<file path="config.mk">
export PLATFORM = sky130hd
export DESIGN_NAME = prefetch_queue
export DESIGN_NICKNAME = d
export VERILOG_FILES = /design/src/rtl/core_pkg.sv /design/src/rtl/prefetch_ram.sv /design/src/rtl/prefetch_queue.sv
export SDC_FILE = /design/constraint.sdc
export NUM_CORES = 1
export LEC_CHECK = 0
export CAP_MARGIN = 20
export CELL_PAD_IN_SITES_DETAIL_PLACEMENT = 2
export CELL_PAD_IN_SITES_GLOBAL_PLACEMENT = 2
export CORE_MARGIN = 1.5
export CORE_UTILIZATION = 31
export DETAILED_ROUTE_END_ITERATION = 10
export GPL_TIMING_DRIVEN = 0
export PLACE_DENSITY_LB_ADDON = 0.1
export SETUP_SLACK_MARGIN = 0.2
export SLEW_MARGIN = 20
export SYNTH_ARGS = -nofsm -noshare
export SYNTH_HDL_FRONTEND = slang
export SYNTH_SLANG_ARGS = --single-unit
</file>
<file path="constraint.sdc">
create_clock -name clock -period 2.4 [get_ports clock]
set_input_delay 0.48 -clock clock [delete_from_list [all_inputs] [get_ports clock]]
set_output_delay 0.48 -clock clock [all_outputs]
set_load 0.02 [all_outputs]
</file>
<file path="src/rtl/core_pkg.sv">
// core_pkg -- shared constants for the instruction prefetch path.
//   DEPTH_DEF        default prefetch queue capacity in bytes
//   RESET_CS_DEF     code segment loaded by reset
//   RESET_IP_DEF     instruction pointer loaded by reset
//   clog2()          width helper for pointers and counters
package core_pkg;

  localparam int          DEPTH_DEF    = 6;
  localparam logic [15:0] RESET_CS_DEF = 16'hFFFF;
  localparam logic [15:0] RESET_IP_DEF = 16'h0000;

  // Smallest r with 2**r >= n; returns at least 1 so a 2-entry
  // queue still gets a one-bit pointer.
  function automatic int clog2(input int n);
    int r;
    r = 1;
    while ((1 << r) < n) r = r + 1;
    return r;
  endfunction

endpackage

</file>
<file path="src/rtl/prefetch_ram.sv">
// prefetch_ram -- DEPTH x 8 register file backing the prefetch queue.
// Ports:
//   clock    in   system clock
//   wr_en    in   write strobe
//   wr_addr  in   write slot (PW bits, always < DEPTH)
//   wr_data  in   byte to store
//   rd_addr  in   read slot (PW bits, always < DEPTH)
//   rd_data  out  byte at rd_addr (asynchronous read)
module prefetch_ram #(
  parameter int DEPTH = 6,
  parameter int PW    = 3
) (
  input  logic          clock,
  input  logic          wr_en,
  input  logic [PW-1:0] wr_addr,
  input  logic [7:0]    wr_data,
  input  logic [PW-1:0] rd_addr,
  output logic [7:0]    rd_data
);

  logic [7:0] mem_q [DEPTH];

  always_ff @(posedge clock) begin
    if (wr_en) mem_q[wr_addr] <= wr_data;
  end

  assign rd_data = mem_q[rd_addr];

endmodule

</file>
<file path="src/rtl/prefetch_queue.sv">
// prefetch_queue -- instruction-byte prefetcher feeding the decoder.
// Fetches code bytes at CS:IP whenever the bus is granted and space is
// available, buffers them in a DEPTH-byte FIFO and presents the head byte.
// Ports:
//   clock, resetn            clock and synchronous active-low reset
//   bus_grant                prefetcher may use the bus this cycle
//   mem_addr, mem_req        fetch address ({cs,4'h0}+fetch_ip) and strobe
//   mem_data                 read data, valid the cycle after mem_req
//   q_data, q_valid, q_ip    head byte, its valid flag and its IP
//   q_pop                    decoder consumes the head byte
//   flush, flush_cs/ip       discard everything and restart at new CS:IP
// Build option: define PREFETCH_BYPASS_EN to forward a captured byte
// straight to q_data when the queue is empty (one cycle less latency).
module prefetch_queue
  import core_pkg::*;
#(
  parameter int          DEPTH    = DEPTH_DEF,
  parameter logic [15:0] RESET_CS = RESET_CS_DEF,
  parameter logic [15:0] RESET_IP = RESET_IP_DEF
) (
  input  logic        clock,
  input  logic        resetn,
  input  logic        bus_grant,
  output logic [19:0] mem_addr,
  output logic        mem_req,
  input  logic [7:0]  mem_data,
  output logic [7:0]  q_data,
  output logic        q_valid,
  input  logic        q_pop,
  output logic [15:0] q_ip,
  input  logic        flush,
  input  logic [15:0] flush_cs,
  input  logic [15:0] flush_ip
);

  localparam int PW = clog2(DEPTH);
  localparam int CW = clog2(DEPTH + 1);

  logic [CW-1:0] count_q, count_d;
  logic [PW-1:0] rd_ptr_q, rd_ptr_d, wr_ptr_q, wr_ptr_d;
  logic          pend_q, pend_d;
  logic [15:0]   cs_q, cs_d, fetch_ip_q, fetch_ip_d, head_ip_q, head_ip_d;

  logic [CW:0]   occupancy;
  logic          issue, capture, stored, bypass_hit, pop, pop_stored, wr_en;
  logic [7:0]    rd_data;

  // Pointers wrap at DEPTH, which need not be a power of two.
  function automatic logic [PW-1:0] ptr_inc(input logic [PW-1:0] p);
    return (p == PW'(DEPTH - 1)) ? '0 : p + 1'b1;
  endfunction

  // The in-flight byte already owns a slot, so a capture can never overflow.
  assign occupancy = {1'b0, count_q} + {{CW{1'b0}}, pend_q};
  assign issue     = bus_grant & ~flush & (occupancy < (CW+1)'(DEPTH));
  assign capture   = pend_q & ~flush;
  assign stored    = (count_q != '0);

  assign mem_req   = issue;
  assign mem_addr  = {cs_q, 4'h0} + {4'h0, fetch_ip_q};

`ifdef PREFETCH_BYPASS_EN
  assign bypass_hit = capture & ~stored;
  assign q_valid    = stored | bypass_hit;
  assign q_data     = stored ? rd_data : (bypass_hit ? mem_data : 8'h00);
`else
  assign bypass_hit = 1'b0;
  assign q_valid    = stored;
  assign q_data     = stored ? rd_data : 8'h00;
`endif
  assign q_ip       = head_ip_q;

  assign pop        = q_pop & q_valid;
  assign pop_stored = pop & stored;
  // A bypassed byte that is consumed immediately never enters storage.
  assign wr_en      = capture & ~(bypass_hit & pop);

  always_comb begin
    count_d    = count_q;
    rd_ptr_d   = rd_ptr_q;
    wr_ptr_d   = wr_ptr_q;
    pend_d     = 1'b0;
    cs_d       = cs_q;
    fetch_ip_d = fetch_ip_q;
    head_ip_d  = head_ip_q;
    if (flush) begin
      count_d    = '0;
      rd_ptr_d   = '0;
      wr_ptr_d   = '0;
      cs_d       = flush_cs;
      fetch_ip_d = flush_ip;
      head_ip_d  = flush_ip;
    end else begin
      pend_d = issue;
      if (issue)      fetch_ip_d = fetch_ip_q + 16'd1;
      if (wr_en)      wr_ptr_d   = ptr_inc(wr_ptr_q);
      if (pop_stored) rd_ptr_d   = ptr_inc(rd_ptr_q);
      if (pop)        head_ip_d  = head_ip_q + 16'd1;
      case ({wr_en, pop_stored})
        2'b10:   count_d = count_q + 1'b1;
        2'b01:   count_d = count_q - 1'b1;
        default: count_d = count_q;
      endcase
    end
  end

  always_ff @(posedge clock) begin
    if (!resetn) begin
      count_q    <= '0;
      rd_ptr_q   <= '0;
      wr_ptr_q   <= '0;
      pend_q     <= 1'b0;
      cs_q       <= RESET_CS;
      fetch_ip_q <= RESET_IP;
      head_ip_q  <= RESET_IP;
    end else begin
      count_q    <= count_d;
      rd_ptr_q   <= rd_ptr_d;
      wr_ptr_q   <= wr_ptr_d;
      pend_q     <= pend_d;
      cs_q       <= cs_d;
      fetch_ip_q <= fetch_ip_d;
      head_ip_q  <= head_ip_d;
    end
  end

  prefetch_ram #(
    .DEPTH (DEPTH),
    .PW    (PW)
  ) u_ram (
    .clock   (clock),
    .wr_en   (wr_en),
    .wr_addr (wr_ptr_q),
    .wr_data (mem_data),
    .rd_addr (rd_ptr_q),
    .rd_data (rd_data)
  );

endmodule

</file>
== Word level (Yosys, flattened, before mapping) ==
Memory sizes are Yosys's and may differ from the RTL's. A register that Yosys moved wholly into a read port is not among the register bits.
Index checks and enable logic that the tools add are counted.

* Bits in writable memories: 48
* Word-level logic and storage cells: 45
* Flip-flop bits (word level): 58
* Input port bits: 45
* Memories: 1
* Output and inout port bits: 46

{| class="wikitable"
|+ Memory list
! memory !! depth !! width !! read ports !! clocked after Yosys merged registers in !! wr ports !! line !! text
|-
| u_ram.mem_q || 6 || 8 || 1 || 1 || 1 || prefetch_ram.sv:21 || <nowiki>logic [7:0] mem_q [DEPTH];</nowiki>
|}

* Equality and inequality tests: 4
* Reduce and logical (&&, ||, !) cells: 5
* Mux-type cells: 12
* $add $sub $neg: 8
* Order comparisons: 1
* Bitwise logic cells: 7

{| class="wikitable"
|+ Operators with widths
! operator !! count
|-
| 16-bit two-way mux || 4
|-
| 16-bit by 1-bit adder with 16-bit output, second input constant || 2
|-
| 20-bit by 16-bit adder with 20-bit output || 1
|-
| 3-bit two-way mux || 4
|-
| 3-bit by 1-bit adder with 3-bit output, second input constant || 3
|-
| 8-bit two-way mux || 1
|-
| 3-bit == test, second input constant || 2
|-
| 3-bit one-hot mux with 2 select lines || 1
|-
| 2-bit nonzero test || 3
|-
| 1-bit AND || 5
|-
| 3-bit by 1-bit adder with 4-bit output || 1
|-
| 4-bit by 3-bit < comparator with 1-bit output, second input constant || 1
|-
| 3-bit nonzero test || 1
|-
| 3-bit by 1-bit subtractor with 3-bit output, second input constant || 1
|-
| 2-bit by 1-bit == test with 1-bit output, second input constant || 1
|-
| 2-bit == test, second input constant || 1
|-
| 1-bit two-way mux || 2
|-
| 1-bit inverter || 2
|-
| 2-bit OR reduction || 1
|}

== Depth between registers and ports, before layout ==
* Depth after elaboration: 5
* Depth in mapped cells: 8
* Gate-level depth less buffers: 8

== Cells and area by module ==
Synthesis repeated with hierarchy kept, for this count alone.

* Cell total of the unflattened synthesis: 518
* Area, all modules: 5296.3 µm²

{| class="wikitable"
|+ By module, submodules not included
! module !! cells an instance !! instances !! seq. area each (µm²) !! area each (µm²)
|-
| prefetch_queue || 413 || 1 || 1161.1 || 3378.2
|-
| prefetch_ram || 105 || 1 || 1441.4 || 1918.1
|}

== Worst setup path after synthesis ==
OpenSTA, ideal clock, no wires.

* Path kind: reg-to-output
* Start point: register fetch_ip_q[4]
* End point: output mem_addr[18]
* Cell stages (with the launch flop): 8
* Arrival time: 2.087 ns
* Slack: -0.167 ns
* Path buffers: 0
* Path through: dfxtp_1 ha_1 fa_1 a21o_1 a221o_1 a22oi_1 a211oi_1 xor2_1

* Word-level cells in the longest chain between the ends: 1

{| class="wikitable"
|+ RTL lines
! element !! line !! text
|-
| start: declaration || prefetch_queue.sv:42 || <nowiki>logic [15:0] cs_q, cs_d, fetch_ip_q, fetch_ip_d, head_ip_q, head_ip_d;</nowiki>
|-
| start signal: assignment || prefetch_queue.sv:122 || <nowiki>fetch_ip_q <= fetch_ip_d;</nowiki>
|-
| 20-bit by 16-bit adder with 20-bit output || prefetch_queue.sv:60 || <nowiki>assign mem_addr = {cs_q, 4'h0} + {4'h0, fetch_ip_q};</nowiki>
|-
| end: declaration || prefetch_queue.sv:24 || <nowiki>output logic [19:0] mem_addr,</nowiki>
|}

No other way between the ends.

== Worst setup path after layout ==
Ends and elaborated chain as after synthesis.

==> qor.yml <==
ff2ff_setup_slack_ps: 370
final_common_cell: "clkdlybuf4s50_1"
setup_viol: 11
clk_pin_slew_worst_paths_ps: 70
die_y_um: 132
nets: 684
final_cell_mix: "65 x clkdlybuf4s50_1, 57 x buf_4, 48 x edfxtp_1, 45 x dfxtp_1, 39 x a21oi_1"
clk_path_buf_depth: 2
ys.flop_type: "dfxtp_1"
combPwrFrac_pct: 22.8
syn_avg_cell_area_um2: 10.9
cts-root-buf: "clkbuf_16"
ant_nets: 0
drc: 0
io_buffers: 90
clock_skew_ps: 10.6
drive_above_1_share_pct: 31.8
r2r_start: "count_q[0]$_SDFFE_PP0P_"
grt_pass1_wl_mm: 26.3
endpoint_kind: "output port"
synth.distinct_cells: 46
nFillCells: 1654
worst_pin_slew_ps: 930
min_period_ps: 2970
hold_violations: 0
overflow: 0
clock_latency_ps: 370
via_per_inst: 5.06
max_freq_ghz: 0.337
synthArstFlopShare_pct: 0
p_seq_share_pct: 43.6
diodes: 0
grt_antenna_before_repair: 0
placed_area_um2: 6440
ys_seq_area_share_pct: 51.9
finalInstanceArea_um2: 7540
cp-start-kind: "register"
hpwlAfterDp_mm: 11.5
fin_crit_sh_pct: 124
hp-class: "register to register"
clkPwrFrac_pct: 33.6
core_um2: 16000
num_io_pins: 91
p_leak_nw: 2.74
routed_wl_mm: 17.4
grt_start_max_net_pins: 21
dpl.cell_count: 775
rsz0062_at_grt: "true"
p_int_w: 0.00337
die_w_um: 132
dieArea_um2: 17300
whs_endpoint: "cs_q[9]$_SDFFE_PN1P_"
routabilityCongestion: 0.773
finish.utilization_pct: 47.1
clock_sinks: 109
worstPathMaxFanout: 4
wire_per_inst_um: 20.6
hold_depth: 2
synth_edf_count: 48
cp_data_arrival_time_ps: 2490
multi_input_area_um2: 2760
r2r-end: "fetch_ip_q[9]$_SDFFE_PN0P_"
powerDensity_nw_per_um2: 629
syn-cell-area_um2: 5130
synth_seq_cells: 109
hp-start: "cs_q[9]$_SDFFE_PN1P_"
cap_violations: 0
status: "finished with violations"
track_usage_pct: 19.6
start_util_pct: 32.0
ff2ff_path_depth: 8
netlist_instances: 469
violations: "setup timing"
vias: 4257
cts_tree: "yes"
syn_to_final_growth_pct: 47.1
fin_cells: 842
dr.first_iter.drc_count: 153
placementRows: 46
swShare_pct: 29.0
p_switching_w: 0.00137
synth_warnings: 0
drtPass1Iterations: 4
seqCellArea_um2: 2700
setup_slack_ps: -571
grt_pass1_vias: 4726
htree_levels: 3
path_class: "register to output port"
maxSlewViolCount: 0
vdd_drop_max_mv: 0.357
syn_nets: 532
relSlewSlack_pct: 37.7
hold_ws_ps: 510
required_ps: 1920
cts_made_buffers: 9
[logic make-up (layout without fill, tap and decap cells)]
kind of cell | count (synthesis) | count (layout) | synth area share, %
and+or+nand+nor | 133 | 133 | 13.3
DFF | 109 | 109 | 51.9
AOI/OAI and AO/OA | 100 | 100 | 11.3
xor gates and xnor gates | 42 | 42 | 7.17
muxes | 34 | 34 | 8.59
buffers and inverters | 33 | 190 | 3.03
adders and majority gates | 18 | 18 | 4.69
[registers in the layout, indices dropped and copies added, names as in the netlist, named ones only]
signal and count:
count_q 3, pend_q 1, q_ip 16, rd_ptr_q 3, u_ram.mem_q 48, cs_q 16
fetch_ip_q 16, wr_ptr_q 3
[worst max-delay path: stages (launching register included)]
cell	delay [ps]
dfxtp_4	370
ha_4	160
fa_2	350
a21o_1	190
a221o_1	380
a22oi_2	210
a211oi_2	120
xor2_2	200
buf_6	140
[power groups by stage]
stage	combinational [W]	sequential (W)	clock, W
final	0.00108	0.00206	0.00159
after global routing	0.00116	0.00208	0.00171
after CTS	0.000997	0.00207	0.00164
after detailed placement	0.000902	0.00211	0
after global placement	0.000877	0.00211	0
after floorplan	0.000489	0.00211	0
[how the worst max path moves through the flow]
stage	start	end	slack, ps	cells past startpoint
3_5_place_dp	flush	mem_req	-880	5
4_1_cts	fetch_ip_q[4]$_SDFFE_PN0P_	mem_addr[18]	-590	8
2_1_floorplan	fetch_ip_q[4]$_SDFFE_PN0P_	mem_addr[18]	-30	7
6_report	fetch_ip_q[4]$_SDFFE_PN0P_	mem_addr[18]	-570	8
3_3_place_gp	flush	mem_req	-880	5
5_1_grt	fetch_ip_q[4]$_SDFFE_PN0P_	mem_addr[18]	-670	8
[timing repair]
item                                    4_1_cts  5_1_grt
pin swaps                                    30       24
gates cloned                                  0        1
hold buffers                                  0        0
gates resized for setup                     195       42
setup buffers                                31       20
endpoints found under the setup margin       72       41
endpoints found under the hold margin         0        0
[area by class of cell]
cell class | count | share of cell area [%]
Clock buffer | 9 | 2.99
Sequential cell | 109 | 35.8
Tap cell | 216 | 3.58
Timing Repair Buffer | 142 | 17.5
Inverter | 7 | 0.348
Buffer | 25 | 2.06
Multi-Input combinational cell | 327 | 36.6
Clock inverter | 7 | 1.11
[stage by stage]
step                setup slack, ps  total power, W  setup TNS, ps
global placement               -882         0.00298         -26690
global route                   -675         0.00495          -5630
floorplan                     -31.8         0.00260          -56.0
finish                         -571         0.00474          -4430
CTS                            -586         0.00470          -4180
detailed placement             -879         0.00301         -21570
[cells in the mapped netlist, types with 3 or more instances]
cell type,n,area (µm²)
dfxtp_1,61,1220
edfxtp_1,48,1440
a21oi_1,46,230
nand2_1,31,116
nor2_1,31,116
mux2i_1,26,260
xor2_1,26,228
o21ai_0,21,105
ha_1,16,200
nand3_1,16,80.1
xnor2_1,16,140
clkbuf_1,12,45.0
and3_1,10,62.6
a211oi_1,9,67.6
mux4_2,8,180
nand4_1,8,50.1
nor3_1,8,40.0
buf_2,7,35.0
inv_1,7,26.3
buf_4,6,45.0
and2_1,5,31.3
and4_1,5,43.8
a21o_1,4,30.0
a31oi_1,4,25.0
nand3b_1,3,22.5
nand4b_1,3,26.3
nor3b_1,3,22.5
o211ai_1,3,22.5
o21ai_1,3,15.0
or3_1,3,18.8
[per-layer routing]
layer	share of wire, %	vias to the layer above	track usage (%)	wire length, µm
li1	-	2022	-	-
met1	39	2156	22.1	6730
met2	57	66	37.7	9960
met3	2.7	13	3.70	476
met4	1.2	0	4.81	214
met5	0	-	0	0
No activity file was read; power rests on OpenSTA's default activity.
